File: src/rtl/layer_compositor.sv
// ---------------------------------------------------------------------------
// layer_compositor
//
// Two-stage sprite layer compositor with per-frame collision detection.
// Layer 0 is the player and has the highest drawing priority; lower layer
// index always wins. Each frame, the block records which sprite layers
// overlapped the player and publishes that as a mask at the next frame start.
//
// Optional feature macro: LAYER_COLOR_KEY_EN
//   When defined, a layer pixel whose colour equals KEY_COLOR is treated as
//   not present (transparent) for both compositing and collision detection.
//   When undefined, key-coloured pixels are drawn like any other colour.
//
// Parameters
//   NUM_LAYERS  number of sprite layers (2..8), layer 0 = player
//   RGB_W       pixel colour width
//   KEY_COLOR   transparent colour key (used only with LAYER_COLOR_KEY_EN)
//
// Ports
//   clk             system clock, all state on rising edge
//   reset           asynchronous active-high reset, synchronous release
//   video_off       blanking, forces black output
//   frame_start     one-cycle pulse at start of each frame
//   layer_on        per-layer pixel-present flags
//   layer_rgb       per-layer colour, layer i at [i*RGB_W +: RGB_W]
//   layer_en_in     requested layer enables, taken at frame_start
//   bg_rgb          background colour
//   override_valid  full-screen image select
//   override_rgb    full-screen image pixel
//   rgb_out         composited pixel, 2-cycle latency
//   collide_mask    bit i = layer i overlapped layer 0 in previous frame
//   collide_valid   one-cycle pulse when collide_mask updates
// ---------------------------------------------------------------------------
module layer_compositor #(
    parameter int                NUM_LAYERS = 4,
    parameter int                RGB_W      = 12,
    parameter logic [RGB_W-1:0]  KEY_COLOR  = '0
) (
    input  logic                          clk,
    input  logic                          reset,
    input  logic                          video_off,
    input  logic                          frame_start,
    input  logic [NUM_LAYERS-1:0]         layer_on,
    input  logic [NUM_LAYERS*RGB_W-1:0]   layer_rgb,
    input  logic [NUM_LAYERS-1:0]         layer_en_in,
    input  logic [RGB_W-1:0]              bg_rgb,
    input  logic                          override_valid,
    input  logic [RGB_W-1:0]              override_rgb,
    output logic [RGB_W-1:0]              rgb_out,
    output logic [NUM_LAYERS-1:0]         collide_mask,
    output logic                          collide_valid
);

`ifdef LAYER_COLOR_KEY_EN
    localparam bit KEY_EN = 1'b1;
`else
    localparam bit KEY_EN = 1'b0;
`endif

    // Active layer enables, updated only at frame boundaries
    logic [NUM_LAYERS-1:0]        r_en_act;

    // Stage 1 registers
    logic [NUM_LAYERS-1:0]        r_eff_on_p1;
    logic [NUM_LAYERS*RGB_W-1:0]  r_layer_rgb_p1;
    logic [RGB_W-1:0]             r_bg_rgb_p1;
    logic                         r_ovr_vld_p1;
    logic [RGB_W-1:0]             r_ovr_rgb_p1;
    logic                         r_video_off_p1;
    logic                         r_frame_start_p1;

    // Stage 2 / output registers
    logic [RGB_W-1:0]             r_rgb_out_p2;
    logic [NUM_LAYERS-1:0]        r_acc;
    logic [NUM_LAYERS-1:0]        r_collide_mask;
    logic                         r_collide_valid;

    logic [NUM_LAYERS-1:0]        w_en_now;
    logic [NUM_LAYERS-1:0]        w_key_ok;
    logic [NUM_LAYERS-1:0]        w_eff_on;
    logic [RGB_W-1:0]             w_pick_rgb;
    logic [RGB_W-1:0]             w_rgb_next;
    logic [NUM_LAYERS-1:0]        w_contrib;

    // A new enable set presented with frame_start applies to that same pixel,
    // so bypass the register on the boundary cycle.
    assign w_en_now = frame_start ? layer_en_in : r_en_act;

    always_comb begin
        w_key_ok = '1;
        for (int i = 0; i < NUM_LAYERS; i++) begin
            if (KEY_EN && (layer_rgb[i*RGB_W +: RGB_W] == KEY_COLOR)) begin
                w_key_ok[i] = 1'b0;
            end
        end
    end

    assign w_eff_on = layer_on & w_en_now & w_key_ok;

    always_ff @(posedge clk or posedge reset) begin
        if (reset) begin
            r_en_act <= '1;
        end else if (frame_start) begin
            r_en_act <= layer_en_in;
        end
    end

    // ---- Stage 1: effective layer flags and pixel data ----
    always_ff @(posedge clk or posedge reset) begin
        if (reset) begin
            r_eff_on_p1      <= '0;
            r_layer_rgb_p1   <= '0;
            r_bg_rgb_p1      <= '0;
            r_ovr_vld_p1     <= 1'b0;
            r_ovr_rgb_p1     <= '0;
            r_video_off_p1   <= 1'b0;
            r_frame_start_p1 <= 1'b0;
        end else begin
            r_eff_on_p1      <= w_eff_on;
            r_layer_rgb_p1   <= layer_rgb;
            r_bg_rgb_p1      <= bg_rgb;
            r_ovr_vld_p1     <= override_valid;
            r_ovr_rgb_p1     <= override_rgb;
            r_video_off_p1   <= video_off;
            r_frame_start_p1 <= frame_start;
        end
    end

    // Priority select: scan from the top so the lowest present index wins.
    always_comb begin
        w_pick_rgb = r_bg_rgb_p1;
        for (int i = NUM_LAYERS - 1; i >= 0; i--) begin
            if (r_eff_on_p1[i]) begin
                w_pick_rgb = r_layer_rgb_p1[i*RGB_W +: RGB_W];
            end
        end
    end

    always_comb begin
        if (r_video_off_p1) begin
            w_rgb_next = '0;
        end else if (r_ovr_vld_p1) begin
            w_rgb_next = r_ovr_rgb_p1;
        end else begin
            w_rgb_next = w_pick_rgb;
        end
    end

    // Overlap with the player only counts on visible, non-override pixels.
    // Bit 0 is never set: the player cannot collide with itself.
    always_comb begin
        w_contrib = '0;
        if (!r_video_off_p1 && !r_ovr_vld_p1) begin
            for (int i = 1; i < NUM_LAYERS; i++) begin
                w_contrib[i] = r_eff_on_p1[0] & r_eff_on_p1[i];
            end
        end
    end

    // ---- Stage 2: composited pixel and collision accumulation ----
    always_ff @(posedge clk or posedge reset) begin
        if (reset) begin
            r_rgb_out_p2    <= '0;
            r_acc           <= '0;
            r_collide_mask  <= '0;
            r_collide_valid <= 1'b0;
        end else begin
            r_rgb_out_p2 <= w_rgb_next;
            if (r_frame_start_p1) begin
                // Publish the finished frame; the boundary pixel starts the new one.
                r_collide_mask  <= r_acc;
                r_acc           <= w_contrib;
                r_collide_valid <= 1'b1;
            end else begin
                r_acc           <= r_acc | w_contrib;
                r_collide_valid <= 1'b0;
            end
        end
    end

    assign rgb_out       = r_rgb_out_p2;
    assign collide_mask  = r_collide_mask;
    assign collide_valid = r_collide_valid;

endmodule
File: config.mk
export PLATFORM = sky130hd
export DESIGN_NAME = layer_compositor
export DESIGN_NICKNAME = d
export VERILOG_FILES = /design/src/rtl/layer_compositor.sv
export SDC_FILE = /design/constraint.sdc
export NUM_CORES = 1
export LEC_CHECK = 0
export CORE_MARGIN = 2
export CORE_UTILIZATION = 47
export DETAILED_ROUTE_END_ITERATION = 6
export GPL_ROUTABILITY_DRIVEN = 1
export GPL_TIMING_DRIVEN = 1
export HOLD_SLACK_MARGIN = 0.06
export PLACE_DENSITY = 0.91
export SYNTH_ARGS = -nofsm -noshare
export SYNTH_HDL_FRONTEND = slang
export SYNTH_SLANG_ARGS = --single-unit
File: constraint.sdc
create_clock -name clk -period 4.2 [get_ports clk]
set_input_delay 0.84 -clock clk [delete_from_list [all_inputs] [get_ports clk]]
set_output_delay 0.84 -clock clk [all_outputs]
set_load 0.03 [all_outputs]
Word level (Yosys, flattened, before mapping)
Index checks and enable logic that the tools add are counted.

operators by class
  reductions and logical operators = 3
  bitwise gates (word level) = 5
  muxes and demuxes = 10

operators with widths
  kind                 count
  $mux W12             6
  $mux W4              2
  $and A4 B4 Y4        1
  $or A4 B4 Y4         1
  $and A1 B1 Y1        3
  $mux W3              1
  $logic_not A1 Y1     2
  $logic_and A1 B1 Y1  1
  $mux W1              1

word-level totals
  output and inout port bits = 17
  flip-flop bits (word level) = 104
  bits of input ports = 85

Longest topological paths before layout
Gate-level depths: netlist of run 1.

  depth in word-level cells = 6
  gate-level depth with buffers = 5
  gate-level depth less buffers = 3

Worst setup path after synthesis of run 1
No wires, ideal clock.

  path kind = input to register
  start = input frame_start
  end = register r_eff_on_p1[0]
  cell stages on the path = 2
  required time = 4081 ps
  setup slack = 2785 ps
  setup time = 119 ps
  arrival time = 1296 ps
  cell sequence = mux2_2 > and2_1

between the ends
  word-level cells in the longest chain between the ends = 2

ends and longest elaborated chain
  item                  line  source
  start, declared       42    input logic frame_start,
  $mux W4               n/a
  $and A4 B4 Y4         98    assign w_eff_on = layer_on & w_en_now & w_key_ok;
  net w_eff_on[0]       80    logic [NUM_LAYERS-1:0] w_eff_on;
  end signal, assigned  119   r_eff_on_p1 <= w_eff_on;
  end, declared         64    logic [NUM_LAYERS-1:0] r_eff_on_p1;

The timed path passes the listed nets, and every way through them passes these cells.
A chain may end at the register's enable or synchronous reset.

Final worst setup path of run 1
  start = register r_collide_mask[1] (netlist: collide_mask[1])
  end = output collide_mask[1]

RTL lines
  item                    line  source
  start, declared         75    logic [NUM_LAYERS-1:0] r_collide_mask;
  start signal, assigned  171   r_collide_mask <= r_acc;
  end, declared           50    output logic [NUM_LAYERS-1:0] collide_mask,

No word-level cell between the ends.

==> results of run 1 <==
cells in the mapped netlist (6+ instances only):
library cell  count  area [sq um]
dfrtp_1          98          2450
or2b_1            6          45.0
mux2_2            7          78.8
a21o_1           12          90.1
buf_2             7          35.0
a32oi_1          12           105
nor2b_1           9          56.3
o21ai_1          11          55.1
a211oi_1         12          90.1
nand2b_1         18           113
nand4b_1         12           105
registers in the layout (all words and copies together) (netlist names):
signal,flops
r_eff_on_p1,4
collide_valid,1
r_video_off_p1,1
r_frame_start_p1,1
r_bg_rgb_p1,12
r_layer_rgb_p1,48
r_acc,3
r_en_act,4
r_ovr_rgb_p1,12
r_ovr_vld_p1,1
collide_mask,3
rgb_out,12
metal layers:
layer	track usage (%)	wire, um	vias up
met3	4.11	300	10
met2	30.3	3570	82
met5	0	0	-
li1	-	-	1007
met1	24.5	3060	1087
met4	8.85	140	0
per-stage QoR:
step	setup slack [ns]	total power (uW)
4_1_cts	1.94	1890
3_3_place_gp	2.09	1330
6_report	1.97	1870
3_5_place_dp	2.03	1340
5_1_grt	1.90	1960
2_1_floorplan	0.691	1200
layout make-up:
| class | count | area (sq um) |
|---|---|---|
| flip-flops and latches | 102 | 2560 |
| fillers | 519 | 2480 |
| repair buffers | 102 | 1020 |
| multi-input cells | 113 | 843 |
| clock buffers | 10 | 138 |
| well taps | 99 | 124 |
| clock inverters | 6 | 46.3 |
| inverters | 2 | 10.0 |
path summary, 6_finish.rpt:
kind,end,slack (ns),depth (start not counted)
worst max-delay path,collide_mask[1],1.97,1
worst min-delay path,rgb_out[0],0.48,2
worst max register to register,rgb_out[4],2.57,3
min in group asynchronous,rgb_out[5],0.95,2
max in group asynchronous,r_en_act[3],2.46,3
worst min register to register,rgb_out[0],0.48,2
cells in the final DEF, fill, tap and decap left out:
cell type          n
a211oi_1          12
conb_1             1
clkinv_4           2
inv_1              1
o21ai_0            1
dfrtp_1           98
inv_6              1
nor2b_1            9
clkdlybuf4s50_1  100
clkbuf_8          10
a32oi_1           12
and2_1             4
o21ai_1           11
nand4b_1          12
or2b_1             6
mux2_2             7
nor2_4             1
and2b_1            4
clkinv_2           1
nand2b_1          18
inv_4              1
dfstp_2            4
clkinvlp_4         2
a21o_1            12
a32o_1             3
buf_4              2
power by group:
group / leakage, uW / total, uW / switching, uW / internal (uW)
Combinational: 0.000705 / 236 / 101 / 135
Clock: 0.0000889 / 557 / 322 / 235
Sequential: 0.00122 / 1080 / 38.8 / 1040
cell families after synthesis:
group | share of synthesized area, %
simple gates | 11.0
other cells | 0.107
mux | 2.26
flops | 73.2
buf+inv | 2.62
compound gates | 10.7
tightest hold or removal path, cell delays in order (launching register included):
cell and delay (ns):
dfrtp_1 0.33, a32oi_1 0.05, o21ai_1 0.07
==> impl_results.md, run 1 <==
- Worst path slowest cell: clkdlybuf4s50_1
- Setup CP Type: register to primary output
- Syn avg cell area: 15.2 sq um
- Finished Core Util: 65.6%
- Slew Viols, Final: 0
- Core box area: 7210 sq um
- RSZ-0062 raised after global routing: no
- Hold_sp: r_ovr_rgb_p1[0]
- Hold slack: 0.477 ns
- Max incr delay on CP: 0.68 ns
- Vias in the first global route: 2351
- Synth cell types: 22
- Register bit total from synthesis: 102
- Global-route wire length before repair: 11.6 mm
- Cell Area, Synth: 3490 sq um
- Critical Path Source: collide_mask[1]
- Maximum clock rate: 449 MHz
- CP max FO: 2
- GR Overflow Total: 0
- Final Cell Area: 4730 sq um
- Sequential element share of the synthesized area: 73.2%
- Synth Instances: 230
- Max-cap violation count: 0
- Chip width: 90.2 um
- Vias: 2186
- N_diodes: 0
- CP Launch Type: register
- P&R area growth vs syn: 35.6%
- # IOs: 102
- # Post-CTS Setup Buffers: 0
- Min Tclk post-route: 2.23 ns
- Clock Sinks: 102
- Worst hold path type: register to register
- Max-slew headroom: 29.9%
- Final Non-Filler Cells: 434
- Setup tns final: 0 ns
- Worst Setup End Kind: primary output
- GPL Wtd Cong: 0.759
- Asr flop ratio synth: 100%
- 1st-iter DRT viols: 157
- Initial antenna violation count: 0
- H-tree depth: 3
- Post-synthesis net count: 315
- Worst Skew: 0.00910 ns
- Post-placement cell count: 418
- Setup-failing EPs final: 0
- Drc violations: 0
- Crit path cell chain: clkdlybuf4s50_1
- Yosys Warn Count: 0
- GRT Util Overall: 18.8%
- Final Hold Fails: 0
- Post-synth EDFFs: 0
- Least-Margin Pin Slew: 1.05 ns
- Nets@finish: 415
- CTS tree: built
- Rows: 31
- Initial Util: 48.4%
- CP arrival: 1.39 ns
- Longest Clk Path Bufs: 2
- Vias per inst: 5.04
- Root Driver: clkbuf_8
- HPWL Detailed: 5.10 mm
- CTS Hold Bufs: 0
- CP Buf/Inv Count: 1
- Top FF cell, synth: dfrtp_1
- Die area: 8140 sq um
- Routed length per instance: 16.3 um
- Ratio of cells with drive above 1 in the final layout: 9.25%
- Pwr Density: 395 nW/um^2
- Critical path's top delay family: buffers and inverters
- CTS Buf Count: 9
- Worst r2r src: r_eff_on_p1[0]
- Clk slew on worst S/H paths: 0.10 ns
- Placed Area: 4550 sq um
- CP required: 3.36 ns
- Input/output buffers: 100
- Pin count of the biggest net entering global routing: 56
- Post-CTS sizing: 0
- Clk_lat worst skew: 0.35 ns
- Final wirelength: 7.07 mm
- Initial DRT Pass Iterations: 4
- Outcome: finished, final reports clean
- Chip height: 90.2 um
- Leakage power figure: 0.00201 uW
- Fin crit share: 53.0%
- Detail Route Antenna Nets: 0
- Peak VDD IR: 223 uV
No activity file was read; power rests on OpenSTA's default activity.
==> inputs of run 2 (changes only) <==
Clock period 4.2 ns to 2.2 ns, I/O delays scaled along.
==> run 2 against run 1 <==
Net effect:
- flip-flop and latch count unchanged
- design area up 0.82%
- combinational power up 97%
- critical path depth unchanged
- clock-buffer cell count up 2
- sequential share of layout area down 0.44 points
- largest cell class unchanged
- routed wire length down 0.90%
- critical path type unchanged
==> impl_results.md, run 2 (synthesis gave the netlist of run 1 again) <==
- GPL Wtd Cong: 0.775 (+2.2%)
- HPWL Detailed: 5.20 mm (+1.9%)
- Most common cell after layout, fill and taps aside: clkdlybuf4s50_1
- Pwr Density: 732 nW/um^2 (+85%)
- Outcome: finished, final reports clean
- Crit path cell chain: clkdlybuf4s50_1
- Worst r2r src: r_eff_on_p1[0]
- Max-slew headroom: 42.0% (+12 points)
- Initial DRT Pass Iterations: 4 (unchanged)
- Least-Margin Pin Slew: 0.870 ns (-0.179 ns)
- WHS Endpoint: rgb_out[0]
- CP required: 1.76 ns (-1.60 ns)
- Ratio of cells with drive above 1 in the final layout: 9.17% (-0.082 points)
- Hold depth: 2 (unchanged)
- Setup CP Type: register to primary output
- CP Buf/Inv Count: 1 (unchanged)
- Final Cell Area: 4770 sq um (+0.82%)
- Post-CTS sizing: 0 (unchanged)
- CP arrival: 1.36 ns (-0.03 ns)
- CTS Hold Bufs: 0 (unchanged)
- Placed Area: 4610 sq um (+1.3%)
- Core box area: 7210 sq um (unchanged)
- Worst Skew: 0.00885 ns (-0.000253 ns)
- Global-route wire length before repair: 11.2 mm (-3.7%)
- Min Tclk post-route: 1.80 ns
- Clock Sinks: 102 (unchanged)
- Biggest register: r_layer_rgb_p1
- Initial antenna violation count: 0 (unchanged)
- RSZ-0062 raised after global routing: no
- Worst hold path type: register to register
- Fin crit share: 81.6%
- Maximum clock rate: 557 MHz
- Final Power: 3500 uW (+87%)
- Critical path's top delay family: buffers and inverters
- Detail Route Antenna Nets: 0 (unchanged)
- Leakage power figure: 0.00203 uW (+0.80%)
- Worst R2R End: rgb_out[6]
- Initial Util: 48.4% (unchanged)
- Max-cap violation count: 0 (unchanged)
- Final Hold Fails: 0 (unchanged)
- CTS tree: built
- Drc violations: 0 (unchanged)
- Reg2Reg Setup Slack: 0.53 ns (-2.04 ns)
- P&R area growth vs syn: 36.7%
- GRT Util Overall: 18.0% (-0.82 points)
- Chip width: 90.2 um (unchanged)
- # Post-CTS Setup Buffers: 0 (unchanged)
- Clk slew on worst S/H paths: 0.09 ns (about the same)
- H-tree depth: 3 (unchanged)
- Setup tns final: 0 ns (unchanged)
- CP Launch Type: register
- Vias in the first global route: 2301 (-2.1%)
- Vias per inst: 4.96 (-1.6%)
- Longest Clk Path Bufs: 2 (unchanged)
- 1st-iter DRT viols: 148 (-5.7%)
- Hold_sp: r_ovr_rgb_p1[0]
- N_diodes: 0 (unchanged)
- Final wirelength: 7.01 mm (-0.90%)
- GR Overflow Total: 0 (unchanged)
- Worst Setup End Kind: primary output
- Vias: 2166 (-0.91%)
- Die area: 8140 sq um (unchanged)
- CP max FO: 1 (-1)
- Rows: 31 (unchanged)
- Clk_lat worst skew: 0.34 ns (about the same)
- Slew Viols, Final: 0 (unchanged)
- Input/output buffers: 100 (unchanged)
- Peak VDD IR: 338 uV (+51%)
- Pin count of the biggest net entering global routing: 30 (-46%)
- Routed length per instance: 16.0 um (-1.6%)
- CTS Buf Count: 9 (unchanged)
- Finished Core Util: 66.2% (+0.54 points)
- Hold slack: 0.479 ns (+0.00222 ns)
- Setup-failing EPs final: 0 (unchanged)
- Nets@finish: 418 (+0.72%)
- Worst path slowest cell: clkdlybuf4s50_1
- Root Driver: clkbuf_8
- Worst R2R Path Depth: 4 (+1)
- Max incr delay on CP: 0.68 ns (about the same)
- # IOs: 102 (unchanged)
- Chip height: 90.2 um (unchanged)
- Max reg flops: 48 (unchanged)
- Most frequent cells in the layout: clkdlybuf4s50_1, dfrtp_1, nand2b_1
-- run 2: changes by cell type in the layout (fill, tap and decap cells not counted) --
cell,previous run,this run
clkbuf_8,10,9
inv_4,1,0
inv_6,1,0
clkbuf_1,0,3
clkinv_4,2,1
clkinv_2,1,2
buf_12,0,3
-- run 2: stage by stage --
stage                     worst slack (ns)  std cells
after CTS                            0.383        437
after global placement               0.512        421
final                                0.404        437
after floorplan                      0.546        230
after detailed placement             0.468        421
after global routing                 0.340        437
-- run 2: layout make-up --
class                   count  area [sq um]
fillers                   533          2440
clock inverters             4          26.3
well taps                  99           124
multi-input cells         113           843
inverters                   2          11.3
repair buffers            105          1080
flip-flops and latches    102          2560
clock buffers              12           135
-- run 2: metal layers --
metal / track usage, % / routed length [um]
met1: 23.4 / 2900
met2: 28.6 / 3520
met3: 4.53 / 395
met5: 0 / 0
met4: 8.33 / 198
-- run 2: tightest hold or removal path, stage by stage, from the launching register on --
cell and delay [ns]:
dfrtp_1 0.33, a32oi_1 0.05, o21ai_1 0.06
-- run 2: report_power, final --
group	switching (uW)	internal, uW	leakage (uW)
clock network	561	412	0.0000803
registers	69.9	1990	0.00122
logic	199	268	0.000730
total	830	2670	0.00203
-- run 2: how the worst max path moves through the flow --
stage / to / start / cells past startpoint / slack [ns]
after global placement: r_eff_on_p1[3] / frame_start / 3 / 0.51
after detailed placement: r_eff_on_p1[0] / frame_start / 3 / 0.47
final: rgb_out[4] / rgb_out[4] / 1 / 0.40
after CTS: rgb_out[4] / rgb_out[4] / 1 / 0.38
after floorplan: collide_mask[1] / reset / 1 / 0.55
after global routing: rgb_out[4] / rgb_out[4] / 1 / 0.34
